<file path="src/rtl/zone_probe_pkg.sv">
// Shared types and constants for the safe-zone corner probe.
package zone_probe_pkg;

  // Probe controller states
  typedef enum logic [1:0] {
    IDLE     = 2'd0,
    WAIT_RDY = 2'd1,
    PROBE    = 2'd2,
    DONE     = 2'd3
  } zone_probe_state_t;

  // A square sprite has four corners to look up
  localparam int CORNER_NUM   = 4;
  localparam int CORNER_IDX_W = $clog2(CORNER_NUM);

endpackage : zone_probe_pkg

</file>
<file path="src/rtl/zone_probe.sv">
// Walks the four corners of the player sprite through the safe-zone map,
// reports all/any-safe, and tracks consecutive unsafe checks with a hit pulse.
module zone_probe
  import zone_probe_pkg::*;
#(
  parameter int SCREEN_WIDTH  = 800,
  parameter int SCREEN_HEIGHT = 600,
  parameter int PLAYER_SIZE   = 20,
  parameter int HIT_THRESHOLD = 4
) (
  input  logic                                   clk,
  input  logic                                   arst_n,
  input  logic                                   i_check,
  input  logic [$clog2(SCREEN_WIDTH)-1:0]        i_player_x,
  input  logic [$clog2(SCREEN_HEIGHT)-1:0]       i_player_y,
  input  logic                                   i_clear_hits,
  input  logic                                   i_zone_rdy,
  output logic [$clog2(SCREEN_WIDTH)-1:0]        o_zone_x,
  output logic [$clog2(SCREEN_HEIGHT)-1:0]       o_zone_y,
  input  logic                                   i_zone_is_safe,
  output logic                                   o_busy,
  output logic                                   o_valid,
  output logic                                   o_all_safe,
  output logic                                   o_any_safe,
  output logic [$clog2(HIT_THRESHOLD+1)-1:0]     o_unsafe_cnt,
  output logic                                   o_hit
);

  localparam int XW = $clog2(SCREEN_WIDTH);
  localparam int YW = $clog2(SCREEN_HEIGHT);
  localparam int CW = $clog2(HIT_THRESHOLD + 1);

  localparam logic [XW:0]   X_OFFSET = (XW+1)'(PLAYER_SIZE - 1);
  localparam logic [YW:0]   Y_OFFSET = (YW+1)'(PLAYER_SIZE - 1);
  localparam logic [XW:0]   X_LIMIT  = (XW+1)'(SCREEN_WIDTH - 1);
  localparam logic [YW:0]   Y_LIMIT  = (YW+1)'(SCREEN_HEIGHT - 1);
  localparam logic [XW-1:0] X_MAX    = XW'(SCREEN_WIDTH - 1);
  localparam logic [YW-1:0] Y_MAX    = YW'(SCREEN_HEIGHT - 1);
  localparam logic [CW-1:0] HIT_MAX  = CW'(HIT_THRESHOLD);
  localparam logic [CORNER_IDX_W-1:0] LAST_CORNER = CORNER_IDX_W'(CORNER_NUM - 1);

  zone_probe_state_t state_r, state_s;

  logic [CORNER_IDX_W-1:0] idx_r, idx_s;
  logic [CORNER_NUM-1:0]   bits_r, bits_s;
  logic [XW-1:0]           px_r, px_s;
  logic [YW-1:0]           py_r, py_s;

  logic [XW:0]             x_sum_s;
  logic [YW:0]             y_sum_s;
  logic [XW-1:0]           x_far_s;
  logic [YW-1:0]           y_far_s;

  logic [XW-1:0]           zone_x_r, zone_x_s;
  logic [YW-1:0]           zone_y_r, zone_y_s;
  logic                    busy_r, busy_s;
  logic                    valid_r, valid_s;
  logic                    all_r, all_s;
  logic                    any_r, any_s;
  logic [CW-1:0]           cnt_r, cnt_s;
  logic                    hit_r, hit_s;

  // Next-state, corner walk, result and counter update
  always_comb begin
    state_s = state_r;
    idx_s   = idx_r;
    bits_s  = bits_r;
    px_s    = px_r;
    py_s    = py_r;
    valid_s = 1'b0;
    all_s   = all_r;
    any_s   = any_r;
    cnt_s   = cnt_r;
    hit_s   = 1'b0;

    case (state_r)
      IDLE: begin
        if (i_check) begin
          px_s   = i_player_x;
          py_s   = i_player_y;
          idx_s  = {CORNER_IDX_W{1'b0}};
          bits_s = {CORNER_NUM{1'b0}};
          if (i_zone_rdy) begin
            state_s = PROBE;
          end else begin
            state_s = WAIT_RDY;
          end
        end else begin
          state_s = IDLE;
        end
      end

      WAIT_RDY: begin
        if (i_zone_rdy) begin
          state_s = PROBE;
          idx_s   = {CORNER_IDX_W{1'b0}};
          bits_s  = {CORNER_NUM{1'b0}};
        end else begin
          state_s = WAIT_RDY;
        end
      end

      PROBE: begin
        if (!i_zone_rdy) begin
          // Map is regenerating: this sample is stale, restart the walk later
          state_s = WAIT_RDY;
          idx_s   = {CORNER_IDX_W{1'b0}};
          bits_s  = {CORNER_NUM{1'b0}};
        end else begin
          bits_s[idx_r] = i_zone_is_safe;
          if (idx_r == LAST_CORNER) begin
            state_s = DONE;
            valid_s = 1'b1;
            all_s   = &bits_s;
            any_s   = |bits_s;
            if (&bits_s) begin
              cnt_s = {CW{1'b0}};
            end else if (cnt_r == HIT_MAX) begin
              cnt_s = cnt_r;
            end else begin
              cnt_s = cnt_r + CW'(1);
              hit_s = ((cnt_r + CW'(1)) == HIT_MAX);
            end
          end else begin
            idx_s = idx_r + CORNER_IDX_W'(1);
          end
        end
      end

      DONE: begin
        state_s = IDLE;
      end

      default: begin
        state_s = IDLE;
      end
    endcase

    // Clearing wins over any result update in the same cycle
    if (i_clear_hits) begin
      cnt_s = {CW{1'b0}};
      hit_s = 1'b0;
    end else begin
      hit_s = hit_s;
    end
  end

  // Far-edge corner coordinates, computed one bit wide and clamped on-screen
  always_comb begin
    x_sum_s = {1'b0, px_s} + X_OFFSET;
    y_sum_s = {1'b0, py_s} + Y_OFFSET;
    if (x_sum_s > X_LIMIT) begin
      x_far_s = X_MAX;
    end else begin
      x_far_s = x_sum_s[XW-1:0];
    end
    if (y_sum_s > Y_LIMIT) begin
      y_far_s = Y_MAX;
    end else begin
      y_far_s = y_sum_s[YW-1:0];
    end
  end

  // Query address for the coming cycle: bit 0 selects far x, bit 1 far y
  always_comb begin
    busy_s = (state_s != IDLE);
    if (state_s == PROBE) begin
      zone_x_s = idx_s[0] ? x_far_s : px_s;
      zone_y_s = idx_s[1] ? y_far_s : py_s;
    end else begin
      zone_x_s = {XW{1'b0}};
      zone_y_s = {YW{1'b0}};
    end
  end

  // State and output registers with synchronous active-low reset
  always_ff @(posedge clk) begin
    if (!arst_n) begin
      state_r  <= IDLE;
      idx_r    <= {CORNER_IDX_W{1'b0}};
      bits_r   <= {CORNER_NUM{1'b0}};
      px_r     <= {XW{1'b0}};
      py_r     <= {YW{1'b0}};
      zone_x_r <= {XW{1'b0}};
      zone_y_r <= {YW{1'b0}};
      busy_r   <= 1'b0;
      valid_r  <= 1'b0;
      all_r    <= 1'b0;
      any_r    <= 1'b0;
      cnt_r    <= {CW{1'b0}};
      hit_r    <= 1'b0;
    end else begin
      state_r  <= state_s;
      idx_r    <= idx_s;
      bits_r   <= bits_s;
      px_r     <= px_s;
      py_r     <= py_s;
      zone_x_r <= zone_x_s;
      zone_y_r <= zone_y_s;
      busy_r   <= busy_s;
      valid_r  <= valid_s;
      all_r    <= all_s;
      any_r    <= any_s;
      cnt_r    <= cnt_s;
      hit_r    <= hit_s;
    end
  end

  assign o_zone_x     = zone_x_r;
  assign o_zone_y     = zone_y_r;
  assign o_busy       = busy_r;
  assign o_valid      = valid_r;
  assign o_all_safe   = all_r;
  assign o_any_safe   = any_r;
  assign o_unsafe_cnt = cnt_r;
  assign o_hit        = hit_r;

endmodule : zone_probe
</file>
<file path="config.mk">
export PLATFORM = sky130hd
export DESIGN_NAME = zone_probe
export DESIGN_NICKNAME = d
export VERILOG_FILES = /design/src/rtl/zone_probe_pkg.sv /design/src/rtl/zone_probe.sv
export SDC_FILE = /design/constraint.sdc
export NUM_CORES = 1
export LEC_CHECK = 0
export CAP_MARGIN = 10
export CELL_PAD_IN_SITES_DETAIL_PLACEMENT = 0
export CELL_PAD_IN_SITES_GLOBAL_PLACEMENT = 1
export CORE_AREA = 2 2 101 103
export DETAILED_ROUTE_END_ITERATION = 7
export DIE_AREA = 0 0 103 105
export PLACE_DENSITY_LB_ADDON = 0.15
export SYNTH_ARGS = -nofsm -noshare
export SYNTH_HDL_FRONTEND = slang
export SYNTH_SLANG_ARGS = --single-unit
export TNS_END_PERCENT = 10
</file>
<file path="constraint.sdc">
create_clock -name clk -period 9.6 [get_ports clk]
set_input_delay 2.4 -clock clk [delete_from_list [all_inputs] [get_ports clk]]
set_output_delay 2.4 -clock clk [all_outputs]
set_load 0.05 [all_outputs]
</file>
==> results of run 1 <==
==> worst max path at each step <==
stage,startpoint,end,slack (ns),cells after the start
final,i_check,o_zone_x[1],3.87,12
after global routing,i_check,o_zone_x[2],3.55,12
after CTS,i_check,o_zone_x[1],3.89,12
after detailed placement,i_check,o_zone_x[1],3.56,12
after global placement,i_check,o_zone_x[1],3.63,12
after floorplan,i_check,o_zone_x[1],4.33,14
==> power by group through the flow <==
stage               registers [mW]  logic, mW  clock network (mW)
detailed placement           0.256      0.126                   0
floorplan                    0.263     0.0810                   0
global placement             0.256      0.127                   0
CTS                          0.251      0.127               0.162
global route                 0.252      0.140               0.172
finish                       0.251      0.126               0.156
==> flip-flops by register name (all words and copies together), names as in the netlist <==
name          count
bits_r            4
idx_r             2
o_all_safe        1
o_any_safe        1
o_busy            1
o_hit             1
o_unsafe_cnt      3
o_valid           1
o_zone_x         10
o_zone_y         10
px_r             10
py_r             10
state_r           2
==> per-layer routing <==
layer,up-vias,track usage,wire [µm]
met5,-,0,0
met1,1557,0.234,4350
met2,65,0.280,4440
li1,1607,-,-
met4,0,0.0517,120
met3,10,0.0274,287
==> logic make-up (layout without fill, tap and decap cells) <==
group | after synthesis | after routing | share of synthesized area
flops | 56 | 56 | 0.321
mux | 29 | 29 | 0.0867
buf+inv | 33 | 75 | 0.0520
xor+xnor | 9 | 9 | 0.0226
compound gates | 121 | 121 | 0.242
fa+ha+maj | 6 | 6 | 0.0215
simple gates | 160 | 160 | 0.254
==> stage by stage <==
step	instances	worst slack, ns
6_report	589	3.87
4_1_cts	589	3.89
3_5_place_dp	581	3.56
2_1_floorplan	414	4.33
5_1_grt	589	3.55
3_3_place_gp	581	3.63
==> worst reg2reg max path, cell delays in order, from the launching register on <==
cell	delay, ns
dfxtp_1	0.43
nor3b_4	0.22
buf_4	0.47
mux2i_1	0.44
ha_1	0.40
and3b_1	0.24
nor2_1	0.10
o22ai_1	0.12
xor2_1	0.20
a211oi_2	0.32
o21ai_1	0.17
a311oi_1	0.31
==> cell usage in the layout (no fill, tap or decap), types with 3 or more instances in the layout <==
cell / instances
nor3_1: 11
nand4b_1: 4
nor2b_1: 24
a21boi_0: 6
buf_4: 4
o211a_1: 5
clkdlybuf4s50_1: 53
inv_1: 10
ha_1: 6
a21oi_1: 23
or3_1: 5
mux2i_1: 25
nand3b_1: 3
o21ai_0: 25
a32oi_1: 3
o221ai_1: 5
a211oi_1: 8
o2111ai_1: 3
nand2_1: 21
a21o_1: 6
and2_1: 8
o211ai_1: 7
xor2_1: 7
clkbuf_8: 5
dfxtp_1: 56
a21o_2: 3
and3b_1: 5
nor4b_1: 3
nand2b_1: 5
nand4_1: 4
nor2_1: 36
nand3_1: 19
==> cell type report <==
| cell class | count | area [µm²] |
|---|---|---|
| Sequential cell | 56 | 1120 |
| Multi-Input combinational cell | 325 | 2200 |
| Timing Repair Buffer | 57 | 561 |
| Inverter | 10 | 37.5 |
| Tap cell | 133 | 166 |
| Clock inverter | 2 | 35.0 |
| Fill cell | 1002 | 5450 |
| Clock buffer | 6 | 72.6 |
==> metrics.md, run 1 <==
| Metric | Value |
|---|---|
| Status | `complete, no violations` |
| Worst-path cell chain | `clkdlybuf4s50_1 -> nor3b_4 -> buf_4 -> mux2i_1 -> ha_1 -> and3b_1 -> nor2_1 -> o22ai_1 -> xor2_1 -> a211oi_2 -> o21ai_1 -> a311oi_1` |
| Initial Utilization | `0.362` |
| Clock Path Buffers | `2` |
| Fin Hold WS | `around 0.51 ns` |
| Switching share of power | `0.305` |
| Initial DRC Count | `65` |
| Number of global-route vias before repair | `about 3,100` |
| FF-to-FF path depth | `11` |
| Via count | `3,239` |
| EDFF count, synth | `0` |
| GR Util All Layers | `0.173` |
| Setup TNS | `0 ns` |
| Unrepaired setup endpoints after global routing | `false` |
| Die height | `about 110 µm` |
| CTS sink cnt | `56` |
| Clk pwr share | `0.292` |
| CP endpoint kind | `register` |
| Hold Path Depth | `2` |
| CTS Hold Bufs | `0` |
| Htree depth | `2` |
| Seq cells post-synth | `56` |
| Clock Latency Late Sink | `slightly above 0.3 ns` |
| Cell Pwr Density | `127 nW/µm²` |
| GP Congestion | `about 0.8` |
| # DRC | `0` |
| Final Setup Violations | `0` |
| Req. time, crit path | `9.80 ns` |
| Hold_sp | `bits_r[3]` |
| Largest net degree at the start of global routing | `39` |
| Most common cell in the netlist | `dfxtp_1` |
| Average detailed-routed wire length per instance | `between 15 and 20 µm` |
| Sequential area share after synthesis | `0.321` |
| Reg2reg setup slack | `between 6 and 7 ns` |
| Final Hold Vio Count | `0` |
| Max_cap viols | `0` |
| Top cells by area, synth | `dfxtp_1 (32%), mux2i_1 (7.2%), nor2b_1 (4.3%)` |
| Die W | `~100 µm` |
| WP buf/inv | `2` |
| Yosys warnings | `0` |
| Final Max Tran Viols | `0` |
| Startpoint Class | `primary input` |
| Slowest stage delay, CP | `roughly 0.56 ns` |
| Root Buffer | `clkbuf_8` |
| Yosys top cell by area | `dfxtp_1` |
| Worst-path fanout max | `38` |
| Cell internal pwr | `roughly 0.37 mW` |
| Hold-critical path endpoint | `bits_r[3]` |
| FP Rows | `36` |
| Cell Area, Placed | `4080 µm²` |
| Die area | `10,800 µm²` |
| Reg2reg start | `state_r[1]` |
| Syn_nets | `roughly 450` |
| Nets | `487` |
| Worst slew pin tran | `between 0.9 and 1 ns` |
| Ant. Diodes | `0` |
| Top cell type's share of synthesized area | `0.321` |
| Unique cell type count in the Yosys netlist | `66` |
| Layout area overhead | `20.0%` |
| Slew HR | `0.342` |
| Final Cell Area | `4190 µm²` |
| Final period util | `0.597` |
| Hold crit path type | `register to register` |
| DP HPWL | `6.60 mm` |
| CP delay by family, top | `buffers and inverters` |
| GRT overflow | `0` |
| First-pass GRT wire length | `15.2 mm` |
| Sw Pwr | `between 0.15 and 0.2 mW` |
| # resized after CTS | `0` |
| Final design utilization | `0.435` |
| Min Tclk post-route | `around 5.7 ns` |
| Crit path kind | `primary input to register` |
| Post-route ant nets | `0` |
| Top FF cell, synth | `dfxtp_1` |
| CTS tree | `yes` |
| Worst Skew | `0.00840 ns` |
| Fraction of registers with async set/reset | `0` |
| Power Total | `roughly 0.53 mW` |
| Initial antenna violation count | `0` |
| DR vias/cell | `between 5 and 6` |
| Num CTS Buffers | `5` |
| Reg power frac | `0.471` |
| Setup repair bufs after CTS | `0` |
| Cell leakage power | `between 1.5 and 2 nW` |
| First-pass DRT Iterations | `4` |
| Syn Area/Cell | `~8.4 µm²` |
| Synth Cell Area | `approximately 3500 µm²` |
| Post-synth top cells | `dfxtp_1 (56), nor2_1 (36), mux2i_1 (25), o21ai_0 (25), nor2b_1 (24)` |
| Cells after synthesis | `~410` |
| Slowest cell on crit path | `clkdlybuf4s50_1` |
| FMAX | `between 150 and 200 MHz` |
| Logic gate share of total power | `0.237` |
| Core footprint | `slightly below 10,000 µm²` |
| Worst reg2reg endpoint | `o_zone_x[1]` |
| Worst IR Drop VDD | `between 0.00006 and 0.00007 V` |
| DRT Wirelength | `9.19 mm` |
| Port Buf Inserts | `between 50 and 60` |
| Share of cells above drive strength 1 | `0.0592` |
| I/O Pins | `between 50 and 60` |
| Clock transition at path regs | `about 0.10 ns` |
| Worst path arrival time | `roughly 6 ns` |
No activity file was read; power rests on OpenSTA's default activity.
==> run 2: changes to the inputs <==
clock period = 5.7 ns   (was 9.6 ns; I/O delays follow)
==> metrics.md, run 2 (same netlist as run 1, synthesis figures left out) <==
| Metric | Value |
|---|---|
| Status | `complete, no violations` |
| Core footprint | `9640 µm² (unchanged)` |
| Worst slew pin tran | `0.593 ns (-0.391 ns)` |
| Min Tclk post-route | `between 4 and 5 ns` |
| Slew HR | `0.593 (+0.251)` |
| Htree depth | `2 (unchanged)` |
| Worst path arrival time | `4.94 ns (-0.99 ns)` |
| GR Util All Layers | `0.172 (-0.00111)` |
| Sw Pwr | `0.271 mW (+67%)` |
| Num CTS Buffers | `5 (unchanged)` |
| CTS sink cnt | `56 (unchanged)` |
| Cell leakage power | `1.56 nW (+0.55%)` |
| DR vias/cell | `5.38 (-2.2%)` |
| First-pass DRT Iterations | `4 (unchanged)` |
| Post-route ant nets | `0 (unchanged)` |
| Unrepaired setup endpoints after global routing | `false` |
| Number of global-route vias before repair | `2,957 (-5.6%)` |
| GP Congestion | `0.784 (-4.8%)` |
| Fillers | `986 (-1.6%)` |
| Crit path kind | `primary input to register` |
| Clock transition at path regs | `0.10 ns (about the same)` |
| Final Max Tran Viols | `0 (unchanged)` |
| Via count | `3,179 (-1.9%)` |
| Die height | `105 µm (unchanged)` |
| # DRC | `0 (unchanged)` |
| Root Buffer | `clkbuf_8` |
| CP endpoint kind | `register` |
| FMAX | `between 200 and 250 MHz` |
| DP HPWL | `6.74 mm (+2.2%)` |
| Port Buf Inserts | `53 (unchanged)` |
| Cell Pwr Density | `213 nW/µm² (+67%)` |
| WP buf/inv | `3 (+1)` |
| CP delay by family, top | `buffers and inverters` |
| Final period util | `0.830` |
| Clk pwr share | `0.289 (-0.003)` |
| Worst-path cell chain | `clkdlybuf4s50_1 -> nor3b_4 -> buf_4 -> mux2i_1 -> ha_1 -> inv_1 -> a211o_1 -> o211ai_1 -> xor2_1 -> mux2i_1 -> nand2_1 -> a21o_1` |
| Cells after DPL | `583 (+0.34%)` |
| Setup TNS | `0 ns (unchanged)` |
| DRT Wirelength | `9.33 mm (+1.5%)` |
| Worst Skew | `0.0104 ns (+0.00197 ns)` |
| Slowest stage delay, CP | `0.56 ns (about the same)` |
| Slowest cell on crit path | `clkdlybuf4s50_1` |
| Cell internal pwr | `0.625 mW (+69%)` |
| Worst IR Drop VDD | `0.000115 V (+73%)` |
| GRT overflow | `0 (unchanged)` |
| FP Rows | `36 (unchanged)` |
| Setup repair bufs after CTS | `0 (unchanged)` |
| Worst-path fanout max | `36 (-5.3%)` |
| I/O Pins | `54 (unchanged)` |
| Most frequent cells in the layout | `dfxtp_1 (56), clkdlybuf4s50_1 (53), nor2_1 (36), mux2i_1 (25), o21ai_0 (25)` |
| Initial DRC Count | `219 (+240%)` |
| Clock Latency Late Sink | `0.30 ns (about the same)` |
| First-pass GRT wire length | `15.0 mm (-1.0%)` |
| Initial antenna violation count | `0 (unchanged)` |
| Ant. Diodes | `0 (unchanged)` |
| CTS Hold Bufs | `0 (unchanged)` |
| Startpoint Class | `primary input` |
| CTS tree | `yes` |
| Nets | `489 (+0.41%)` |
| Commonest non-fill, non-tap cell in the layout | `dfxtp_1` |
| Cell mode on critical path | `mux2i_1` |
| Hold crit path type | `register to register` |
| Die W | `103 µm (unchanged)` |
| Req. time, crit path | `5.91 ns (-3.89 ns)` |
| Largest net degree at the start of global routing | `37 (-5.1%)` |
| Reg2reg setup slack | `2.21 ns (-3.86 ns)` |
| Final Hold Vio Count | `0 (unchanged)` |
| Initial Utilization | `0.362 (unchanged)` |
| # resized after CTS | `0 (unchanged)` |
| Average detailed-routed wire length per instance | `15.8 µm (+1.1%)` |
| Logic gate share of total power | `0.239 (+0.002)` |
| Die area | `10,800 µm² (unchanged)` |
| Max_cap viols | `0 (unchanged)` |
| Clock Path Buffers | `2 (unchanged)` |
| Switching share of power | `0.303 (-0.00187)` |
| Final Setup Violations | `0 (unchanged)` |
| Fin cells | `591 (+0.34%)` |
| Layout area overhead | `20.4%` |
| Share of cells above drive strength 1 | `0.0633 (+0.00411)` |
| Reg power frac | `0.472 (about the same)` |
-- run 2: power groups by stage --
stage          combinational [mW]  sequential, mW  clock [mW]
6_report                    0.214           0.423       0.259
5_1_grt                     0.235           0.426       0.289
4_1_cts                     0.215           0.423       0.275
3_5_place_dp                0.214           0.432           0
3_3_place_gp                0.214           0.432           0
2_1_floorplan               0.136           0.443           0
-- run 2: worst register-to-register path: cells and delay by family, from the launching register on --
family          cells  cell delay, ns
xor+xnor            1            0.10
flops               1            0.44
fa+ha+maj           1            0.31
compound gates      3            0.60
simple gates        2            0.50
mux                 2            0.85
buf+inv             2            0.60
-- run 2: final timing paths --
check,start,to,depth (start not counted)
setup reg to reg,state_r[1],o_zone_y[3],11
hold / removal,bits_r[3],bits_r[3],2
setup / recovery,i_check,o_zone_y[3],12
hold reg to reg,bits_r[3],bits_r[3],2
-- run 2: metal layers --
layer	share of wire	track usage
met1	0.47	0.238
met3	0.036	0.0234
met4	0.0059	0.0320
met5	0	0
met2	0.49	0.284
-- run 2: area by class of cell --
cell class                      count  area [µm²]  area share
Clock buffer                        6        72.6      0.0173
Timing Repair Buffer               59         576       0.137
Clock inverter                      2        35.0     0.00833
Tap cell                          133         166      0.0396
Sequential cell                    56        1120       0.267
Inverter                           10        37.5     0.00893
Multi-Input combinational cell    325        2200       0.522
-- run 2: metrics by stage --
stage | util | power (mW) | setup slack (ns) | area (µm²) | hold slack, ns
after global routing | 0.436 | 0.949 | 0.610 | 4200 | 0.535
after floorplan | - | 0.579 | 1.40 | 3490 | 0.471
after CTS | 0.436 | 0.913 | 0.954 | 4200 | 0.515
final | 0.436 | 0.896 | 0.971 | 4200 | 0.507
after global placement | 0.425 | 0.646 | 0.769 | 4100 | 0.501
after detailed placement | 0.425 | 0.646 | 0.624 | 4100 | 0.501
==> run 3: changes to the inputs <==
clock period = 4.7 ns   (was 5.7 ns; I/O delays follow)
==> metrics.md, run 3 (same netlist as run 1, synthesis figures left out) <==
| Metric | Value |
|---|---|
| Status | `complete, no violations` |
| Die W | `103 µm (unchanged)` |
| Commonest non-fill, non-tap cell in the layout | `dfxtp_1` |
| Reg power frac | `0.487 (+0.015)` |
| Crit path depth | `12 (unchanged)` |
| # resized after CTS | `0 (unchanged)` |
| GRT overflow | `0 (unchanged)` |
| DRT Wirelength | `9.37 mm (+0.45%)` |
| Max_cap viols | `0 (unchanged)` |
| Worst path arrival time | `4.29 ns (-0.65 ns)` |
| Clock Path Buffers | `2 (unchanged)` |
| Die height | `105 µm (unchanged)` |
| WP buf/inv | `3 (unchanged)` |
| Initial DRC Count | `112 (-49%)` |
| Clock Latency Late Sink | `0.32 ns (+0.02 ns)` |
| Hold crit path type | `register to register` |
| Worst-path fanout max | `19 (-47%)` |
| CP endpoint | `o_zone_y[5]` |
| Cell internal pwr | `0.711 mW (+14%)` |
| Slew HR | `0.622 (+0.0293)` |
| Clk pwr share | `0.254 (-0.035)` |
| FP Rows | `36 (unchanged)` |
| Clock transition at path regs | `0.11 ns (about the same)` |
| Slowest stage delay, CP | `0.56 ns (about the same)` |
| First-pass DRT Iterations | `4 (unchanged)` |
| Final design utilization | `0.442 (+0.00584)` |
| Min Tclk post-route | `~4.1 ns` |
| Initial antenna violation count | `0 (unchanged)` |
| Largest net degree at the start of global routing | `33 (-11%)` |
| First-pass GRT wire length | `15.8 mm (+5.3%)` |
| CTS tree | `yes` |
| Slowest cell on crit path | `clkdlybuf4s50_1` |
| Cell leakage power | `1.60 nW (+2.3%)` |
| Crit path kind | `primary input to register` |
| Sw Pwr | `0.341 mW (+26%)` |
| Cell Pwr Density | `247 nW/µm² (+16%)` |
| CP delay by family, top | `buffers and inverters` |
| GP Congestion | `0.821 (+4.7%)` |
| Setup TNS | `0 ns (unchanged)` |
| Crit path from | `i_check` |
| CTS sink cnt | `56 (unchanged)` |
| DP HPWL | `6.84 mm (+1.4%)` |
| FMAX | `246 MHz` |
| CTS Hold Bufs | `0 (unchanged)` |
| Hold_sp | `bits_r[3]` |
| Number of global-route vias before repair | `3,197 (+8.1%)` |
| Req. time, crit path | `4.92 ns (-0.99 ns)` |
| Switching share of power | `0.324 (+0.0214)` |
| Initial Utilization | `0.362 (unchanged)` |
| Average detailed-routed wire length per instance | `15.6 µm (-1.2%)` |
| Worst Skew | `0.00928 ns (-0.00108 ns)` |
| Final WS setup | `0.635 ns (-0.337 ns)` |
| DR top layer | `met4` |
| Worst slew pin tran | `0.551 ns (-0.0427 ns)` |
| Nets | `500 (+2.2%)` |
| Core footprint | `9640 µm² (unchanged)` |
| Worst reg2reg endpoint | `o_zone_y[5]` |
| Num CTS Buffers | `5 (unchanged)` |
| Logic gate share of total power | `0.258 (+0.019)` |
| Die area | `10,800 µm² (unchanged)` |
| GR Util All Layers | `0.180 (+0.00799)` |
| Fin cells | `601 (+1.7%)` |
| Routed wl met2 | `4.40 mm (-3.6%)` |
| # DRC | `0 (unchanged)` |
| Setup repair bufs after CTS | `0 (unchanged)` |
| Most frequent cells in the layout | `dfxtp_1 (56), clkdlybuf4s50_1 (53), nor2_1 (36), mux2i_1 (25), o21ai_0 (25)` |
| Port Buf Inserts | `53 (unchanged)` |
| I/O Pins | `54 (unchanged)` |
| Reg2reg setup slack | `1.61 ns (-0.60 ns)` |
| FF-to-FF path depth | `11 (unchanged)` |
| Final Setup Violations | `0 (unchanged)` |
| Cells after DPL | `594 (+1.9%)` |
| Final Max Tran Viols | `0 (unchanged)` |
| Worst-path cell chain | `clkdlybuf4s50_1 -> nor3b_4 -> buf_4 -> mux2i_1 -> ha_1 -> inv_1 -> a211o_1 -> o221ai_1 -> nor4b_1 -> o21ai_2 -> o221ai_1 -> and3b_1` |
| Htree depth | `2 (unchanged)` |
| CP endpoint kind | `register` |
| Ant. Diodes | `0 (unchanged)` |
| Reg2reg start | `state_r[1]` |
| Post-route ant nets | `0 (unchanged)` |
| WL met3 | `366 µm (+10%)` |
| Unrepaired setup endpoints after global routing | `false` |
| Post-place setup slack | `0.309 ns (-0.315 ns)` |
| DR vias/cell | `5.42 (+0.69%)` |
| Final Hold Vio Count | `0 (unchanged)` |
| Layout area overhead | `22.0%` |
| Via count | `3,255 (+2.4%)` |
| Worst IR Drop VDD | `0.000101 V (-12%)` |
| Root Buffer | `clkbuf_8` |
| Met1 WL | `4.49 mm (+2.6%)` |
| Final period util | `0.865` |
| Share of cells above drive strength 1 | `0.0855 (+0.0222)` |
| Cell mode on critical path | `o221ai_1` |
| Startpoint Class | `primary input` |
run 3: cell count changes in the layout (fill, tap and decap cells not counted), sizes merged:
| cell | change |
|---|---|
| clkbuf | -1 |
| bufinv | -1 |
| buf | +11 |
| clkinvlp | +1 |
run 3: final cells by class:
type                    count  area, µm²
flip-flops and latches     56       1120
well taps                 133        166
multi-input cells         325       2200
repair buffers             70        658
clock buffers               5       68.8
inverters                  10       37.5
clock inverters             2       12.5
fillers                   994       5380
run 3: per-layer routing:
metal  global-route usage  vias up
met1                0.253     1537
met3               0.0261       13
met5                    0        -
met2                0.288       70
met4               0.0423        0
li1                     -     1635
run 3: stage by stage:
step / total power, mW / hold WS [ns] / cell area, µm²
2_1_floorplan: 0.703 / 0.471 / 3490
3_3_place_gp: 0.797 / 0.495 / 4180
3_5_place_dp: 0.794 / 0.491 / 4180
4_1_cts: 1.06 / 0.506 / 4260
5_1_grt: 1.11 / 0.552 / 4260
6_report: 1.05 / 0.505 / 4260
run 3: worst min path at each step:
stage	endpoint	cells after the start
6_report	bits_r[3]	2
5_1_grt	bits_r[3]	2
4_1_cts	bits_r[3]	2
3_5_place_dp	bits_r[3]	2
3_3_place_gp	bits_r[3]	2
2_1_floorplan	bits_r[3]	2
run 3: power by group through the flow:
stage          logic, mW  registers [mW]  clock network [mW]
2_1_floorplan      0.165           0.537                   0
3_3_place_gp       0.273           0.524                   0
3_5_place_dp       0.271           0.524                   0
4_1_cts            0.272           0.513               0.280
5_1_grt            0.299           0.517               0.296
6_report           0.272           0.513               0.268
run 3: worst min-delay path: stages, from the launching register on:
cell and delay [ns]:
dfxtp_1 0.33, o21ai_0 0.06, a21boi_0 0.07
